## config.mk

```make
export PLATFORM = sky130hd
export DESIGN_NAME = wb_commit_queue
export DESIGN_NICKNAME = d
export VERILOG_FILES = /design/src/rtl/wb_commit_queue.sv
export SDC_FILE = /design/constraint.sdc
export NUM_CORES = 1
export LEC_CHECK = 0
export BUFFER_PORTS_ARGS = -buffer_cell sky130_fd_sc_hd__buf_2
export CAP_MARGIN = 20
export CELL_PAD_IN_SITES_DETAIL_PLACEMENT = 0
export CELL_PAD_IN_SITES_GLOBAL_PLACEMENT = 2
export CORE_UTILIZATION = 42
export DETAILED_ROUTE_END_ITERATION = 8
export GPL_ROUTABILITY_DRIVEN = 0
export PLACE_DENSITY_LB_ADDON = 0.15
export SLEW_MARGIN = 15
export SYNTH_ARGS = -nofsm -noshare
export SYNTH_HDL_FRONTEND = slang
export SYNTH_SLANG_ARGS = --single-unit
```

## constraint.sdc

```tcl
create_clock -name clk -period 5.2 [get_ports clk]
set_input_delay 1.04 -clock clk [delete_from_list [all_inputs] [get_ports clk]]
set_output_delay 1.04 -clock clk [all_outputs]
set_load 0.05 [all_outputs]
```

## src/rtl/wb_commit_queue.sv

```systemverilog
// In-order writeback queue retiring up to two results per cycle to registered write ports (1 cycle min).
// Ready is derived from registered occupancy only; optional forwarding lookup under WBQ_BYPASS_EN.
module wb_commit_queue #(
   parameter int DEPTH = 4,
   parameter int AW    = 5,
   parameter int DW    = 32
) (
   input  logic                       clk,
   input  logic                       rst_n,
   input  logic                       a_valid,
   input  logic [AW-1:0]              a_reg,
   input  logic [DW-1:0]              a_data,
   output logic                       a_ready,
   input  logic                       b_valid,
   input  logic [AW-1:0]              b_reg,
   input  logic [DW-1:0]              b_data,
   output logic                       b_ready,
   input  logic                       hold,
   input  logic                       flush,
   output logic [AW-1:0]              write_reg1,
   output logic [DW-1:0]              write_data1,
   output logic                       reg_write1,
   output logic [AW-1:0]              write_reg2,
   output logic [DW-1:0]              write_data2,
   output logic                       reg_write2,
`ifdef WBQ_BYPASS_EN
   input  logic [AW-1:0]              fwd_reg1,
   input  logic [AW-1:0]              fwd_reg2,
   output logic                       fwd_hit1,
   output logic                       fwd_hit2,
   output logic [DW-1:0]              fwd_data1,
   output logic [DW-1:0]              fwd_data2,
`endif
   output logic [$clog2(DEPTH):0]     count,
   output logic                       empty
);

   localparam int PW = $clog2(DEPTH);
   localparam int CW = PW + 1;
   localparam logic [CW-1:0] A_LIM = CW'(DEPTH - 1);
   localparam logic [CW-1:0] B_LIM = CW'(DEPTH - 2);

   logic [AW-1:0] q_reg  [DEPTH];
   logic [DW-1:0] q_data [DEPTH];
   logic [PW-1:0] rd_ptr, wr_ptr, rd_ptr1, b_slot;
   logic          a_push, b_push, retire, merge;
   logic [1:0]    n_push, n_pop;

   assign a_ready = (count <= A_LIM);
   assign b_ready = (count <= B_LIM);
   assign empty   = (count == '0);

   always_comb begin
      a_push  = a_valid & a_ready & (a_reg != '0) & ~flush;
      b_push  = b_valid & b_ready & (b_reg != '0) & ~flush;
      n_push  = {1'b0, a_push} + {1'b0, b_push};
      b_slot  = wr_ptr + PW'(a_push);
      rd_ptr1 = rd_ptr + PW'(1);
      retire  = ~hold & ~flush;
      merge   = (q_reg[rd_ptr] == q_reg[rd_ptr1]);
      n_pop   = 2'd0;
      if (retire) begin
         if (count == CW'(1))
            n_pop = 2'd1;
         else if (count >= CW'(2))
            n_pop = 2'd2;
      end
   end

   // Storage needs no reset: occupancy alone says which slots are live.
   always_ff @(posedge clk) begin
      if (a_push) begin
         q_reg[wr_ptr]  <= a_reg;
         q_data[wr_ptr] <= a_data;
      end
      if (b_push) begin
         q_reg[b_slot]  <= b_reg;
         q_data[b_slot] <= b_data;
      end
   end

   always_ff @(posedge clk or negedge rst_n) begin
      if (!rst_n) begin
         rd_ptr      <= '0;
         wr_ptr      <= '0;
         count       <= '0;
         write_reg1  <= '0;
         write_data1 <= '0;
         reg_write1  <= 1'b0;
         write_reg2  <= '0;
         write_data2 <= '0;
         reg_write2  <= 1'b0;
      end else if (flush) begin
         rd_ptr     <= '0;
         wr_ptr     <= '0;
         count      <= '0;
         reg_write1 <= 1'b0;
         reg_write2 <= 1'b0;
      end else begin
         rd_ptr     <= rd_ptr + PW'(n_pop);
         wr_ptr     <= wr_ptr + PW'(n_push);
         count      <= count - CW'(n_pop) + CW'(n_push);
         reg_write1 <= 1'b0;
         reg_write2 <= 1'b0;
         if (n_pop != 2'd0 && !(n_pop == 2'd2 && merge)) begin
            write_reg1  <= q_reg[rd_ptr];
            write_data1 <= q_data[rd_ptr];
            reg_write1  <= 1'b1;
         end
         // A same-register pair retires only the younger value.
         if (n_pop == 2'd2) begin
            write_reg2  <= q_reg[rd_ptr1];
            write_data2 <= q_data[rd_ptr1];
            reg_write2  <= 1'b1;
         end
      end
   end

`ifdef WBQ_BYPASS_EN
   logic [PW-1:0] idx;

   // Scan oldest to youngest so the last match wins: port1, port2, then queue order.
   always_comb begin
      fwd_hit1  = 1'b0;
      fwd_hit2  = 1'b0;
      fwd_data1 = '0;
      fwd_data2 = '0;
      idx       = rd_ptr;
      if (reg_write1 && write_reg1 == fwd_reg1) begin fwd_hit1 = 1'b1; fwd_data1 = write_data1; end
      if (reg_write2 && write_reg2 == fwd_reg1) begin fwd_hit1 = 1'b1; fwd_data1 = write_data2; end
      if (reg_write1 && write_reg1 == fwd_reg2) begin fwd_hit2 = 1'b1; fwd_data2 = write_data1; end
      if (reg_write2 && write_reg2 == fwd_reg2) begin fwd_hit2 = 1'b1; fwd_data2 = write_data2; end
      for (int i = 0; i < DEPTH; i++) begin
         if (CW'(i) < count) begin
            idx = rd_ptr + PW'(i);
            if (q_reg[idx] == fwd_reg1) begin fwd_hit1 = 1'b1; fwd_data1 = q_data[idx]; end
            if (q_reg[idx] == fwd_reg2) begin fwd_hit2 = 1'b1; fwd_data2 = q_data[idx]; end
         end
      end
      if (fwd_reg1 == '0) begin fwd_hit1 = 1'b0; fwd_data1 = '0; end
      if (fwd_reg2 == '0) begin fwd_hit2 = 1'b0; fwd_data2 = '0; end
   end
`endif

endmodule

```

==> flow_summary.yaml <==
timing:
  rsz0062_at_grt: "false"
  period_minus_slack_ns: 3.728
  slew_violations: 0
  tightest_slew_ns: 0.9590
  tns_ns: 0
  finalCritPeriodShare: 0.7168
  setup_viol: 0
  max_freq_mhz: 268.3
  hold_viol: 0
  skew_ns: 0.01820
  slew_headroom: 0.3589
setup_path:
  cp.required_ns: 5.60
  startpoint_type: "input pin"
  crit_arrival_ns: 4.13
  criticalPathCategory: "input pin to flip-flop"
  end_kind: "flip-flop"
  cpPeakStageDelay_ns: 0.80
  cp_max_fo: 25
  cp_slowest_cell: "or3_2"
  path_cells: "buf_2, or3_2, inv_2, nor2_1, a31oi_4, buf_4, mux2_2"
yosys:
  yosys.area_share.simple: 0.05331
  postSynthAreaPerCell_um2: 15.43
  synth_xor_area_frac: 0.01047
  synth_mux_area_frac: 0.3263
  seq_area_frac_synth: 0.5568
  syn_nets: 847
  synth_compound_area_frac: 0.01806
  synth_cell_type_count: 41
  synth-edff-count: 148
  synth_seq_cells: 231
  synthArstFlopShare: 0.3593
  synth.largest_area_cell: "edfxtp_1"
  synth.most_common_cell: "mux2_2"
  syn_inst: 759
  ys.flop_type: "edfxtp_1"
  synth_top_area_frac: 0.3795
  synth_top_family_by_area: "multiplexers"
  synth_commonest_cells: "mux2_2 (166), edfxtp_1 (148), nand2_1 (118)"
  synth_area_leaders: "edfxtp_1 (38%), dfrtp_1 (18%), mux2_2 (16%)"
  yosysWarnings: 0
  netlist_area_um2: 11710
  synth_fa_ha_area_frac: 0.009829
route:
  drc: 0
  antenna_left: 0
  avgRoutedWirePerCell_um: 23.05
  drtPass1Iterations: 4
  vias_per_cell: 5.588
  num_vias: 7315
  wirelength_um: 30170
  drt-initial-drc-count: 491
status:
  status: "finished, final reports clean"
clocking:
  clock_latency_ns: 0.54
  cts.repair.resized: 0
  clock_path_buffers: 3
  cts_tree: "built"
  hold_buffers: 0
  ctsHtreeMaxLevel: 1
  clock_sinks: 231
  numCtsBuffers: 27
  cts.clk_slew.worst_paths_ns: 0.06
  root_buffer: "clkbuf_16"
  post-cts-setup-buffers: 0
pwr:
  p_leak_nw: 5.377
  power_density_nw_per_um2: 545.9
  ir_drop_uv: 326.0
job:
  cap_viol_max_count: 0
floorplanning:
  pin_count: 162
  die_h_um: 169.0
  die_width_um: 169.0
  initial_utilization: 0.4309
  coreArea_um2: 27180
  placementRows: 60
  die-area_um2: 28560
global_routing:
  antenna_found_initial: 2
  grt_usage: 0.2147
  grt_max_degree: 57
  grt_pass1_wl_um: 45920
  grt_overflow: 0
  first_global_vias: 7724
layout:
  drive_gt1_frac: 0.5224
  largest_register: "q_data"
  design_area_um2: 13890
  syn_to_final_growth_pct: 18.62
  reg_top3: "q_data x128, write_data1 x32, write_data2 x32"
  layout.nets: 1004
  largest_reg_flops: 128
placement:
  place_area_um2: 12960
  dp_hpwl_um: 18810
  port_buffers: 161
hold_path:
  min_path_type: "flip-flop to flip-flop"
## cells by family (layout without fill, tap and decap cells)
kind of cell / after synthesis / count (layout)
compound gates: 28 / 28
xor+xnor: 14 / 14
fa+ha+maj: 8 / 8
buf+inv: 67 / 244
flops: 231 / 231
mux: 259 / 259
other cells: 0 / 1
simple gates: 152 / 152
## power breakdown
group / switching, W / internal [W] / total (W)
clock: 0.000741 / 0.00119 / 0.00193
sequential: 0.000311 / 0.00246 / 0.00277
combinational: 0.00194 / 0.000940 / 0.00288
total: 0.00300 / 0.00459 / 0.00758
## metrics by stage
stage          setup slack, ns  power (W)  cells  hold slack, ns    util
4_1_cts                  1.473   0.007648   1307          0.4735  0.5101
3_3_place_gp            0.9888   0.005669   1258          0.4540  0.4768
6_report                 1.472   0.007584   1309          0.4668  0.5112
3_5_place_dp            0.9225   0.005706   1258          0.4573  0.4768
5_1_grt                  1.365   0.007908   1309          0.4820  0.5112
2_1_floorplan           0.4187   0.004909    759          0.5804       -
## cells in the final DEF (no fill, tap or decap), types with 3 or more instances in the layout
cell type	instances
nor2_1	10
a21oi_1	3
nand2b_1	4
buf_2	160
ha_1	6
clkbuf_16	28
mux2_2	166
nor2b_1	7
buf_4	16
o22ai_1	3
mux2_4	19
xnor2_1	7
dfrtp_1	81
o221ai_1	3
edfxtp_1	148
clkinv_2	4
bufinv_16	3
xor2_1	7
inv_1	17
clkbuf_1	8
mux4_2	74
nand2_1	118
clkbuf_8	4
o311a_1	3
## routing by layer
layer	up-vias	GRT usage	wire, um
li1	3216	-	-
met1	3793	0.2934	13060
met2	260	0.3647	14830
met3	46	0.02782	1636
met4	0	0.05131	642
met5	-	0	0
## path summary, 6_finish.rpt
kind | start | endpoint | slack (ns) | cells after the start
setup / recovery | flush | write_data1[27] | 1.47 | 7
hold / removal | write_data2[30] | write_data2[30] | 0.47 | 2
setup reg to reg | count[2] | write_data1[27] | 1.61 | 7
hold reg to reg | write_data2[30] | write_data2[30] | 0.47 | 2
max in group asynchronous | rst_n | rd_ptr[0] | 3.62 | 2
min in group asynchronous | rst_n | write_data2[27] | 0.51 | 1
## worst max-delay path, delay by kind of cell
family | cells | cell delay (ns)
compound gates | 1 | 0.65
buf+inv | 3 | 1.08
mux | 1 | 0.37
simple gates | 2 | 0.96
## area by class of cell
cell class                      instances  area (um^2)
Antenna cell                            1        2.502
Sequential cell                       231         6529
Clock buffer                           40        785.8
Clock inverter                          9        117.6
Tap cell                              372        465.4
Timing Repair Buffer                  177        948.4
Inverter                               18        67.56
Fill cell                            2367        13280
Multi-Input combinational cell        461         4976
No activity file was read; power rests on OpenSTA's default activity.
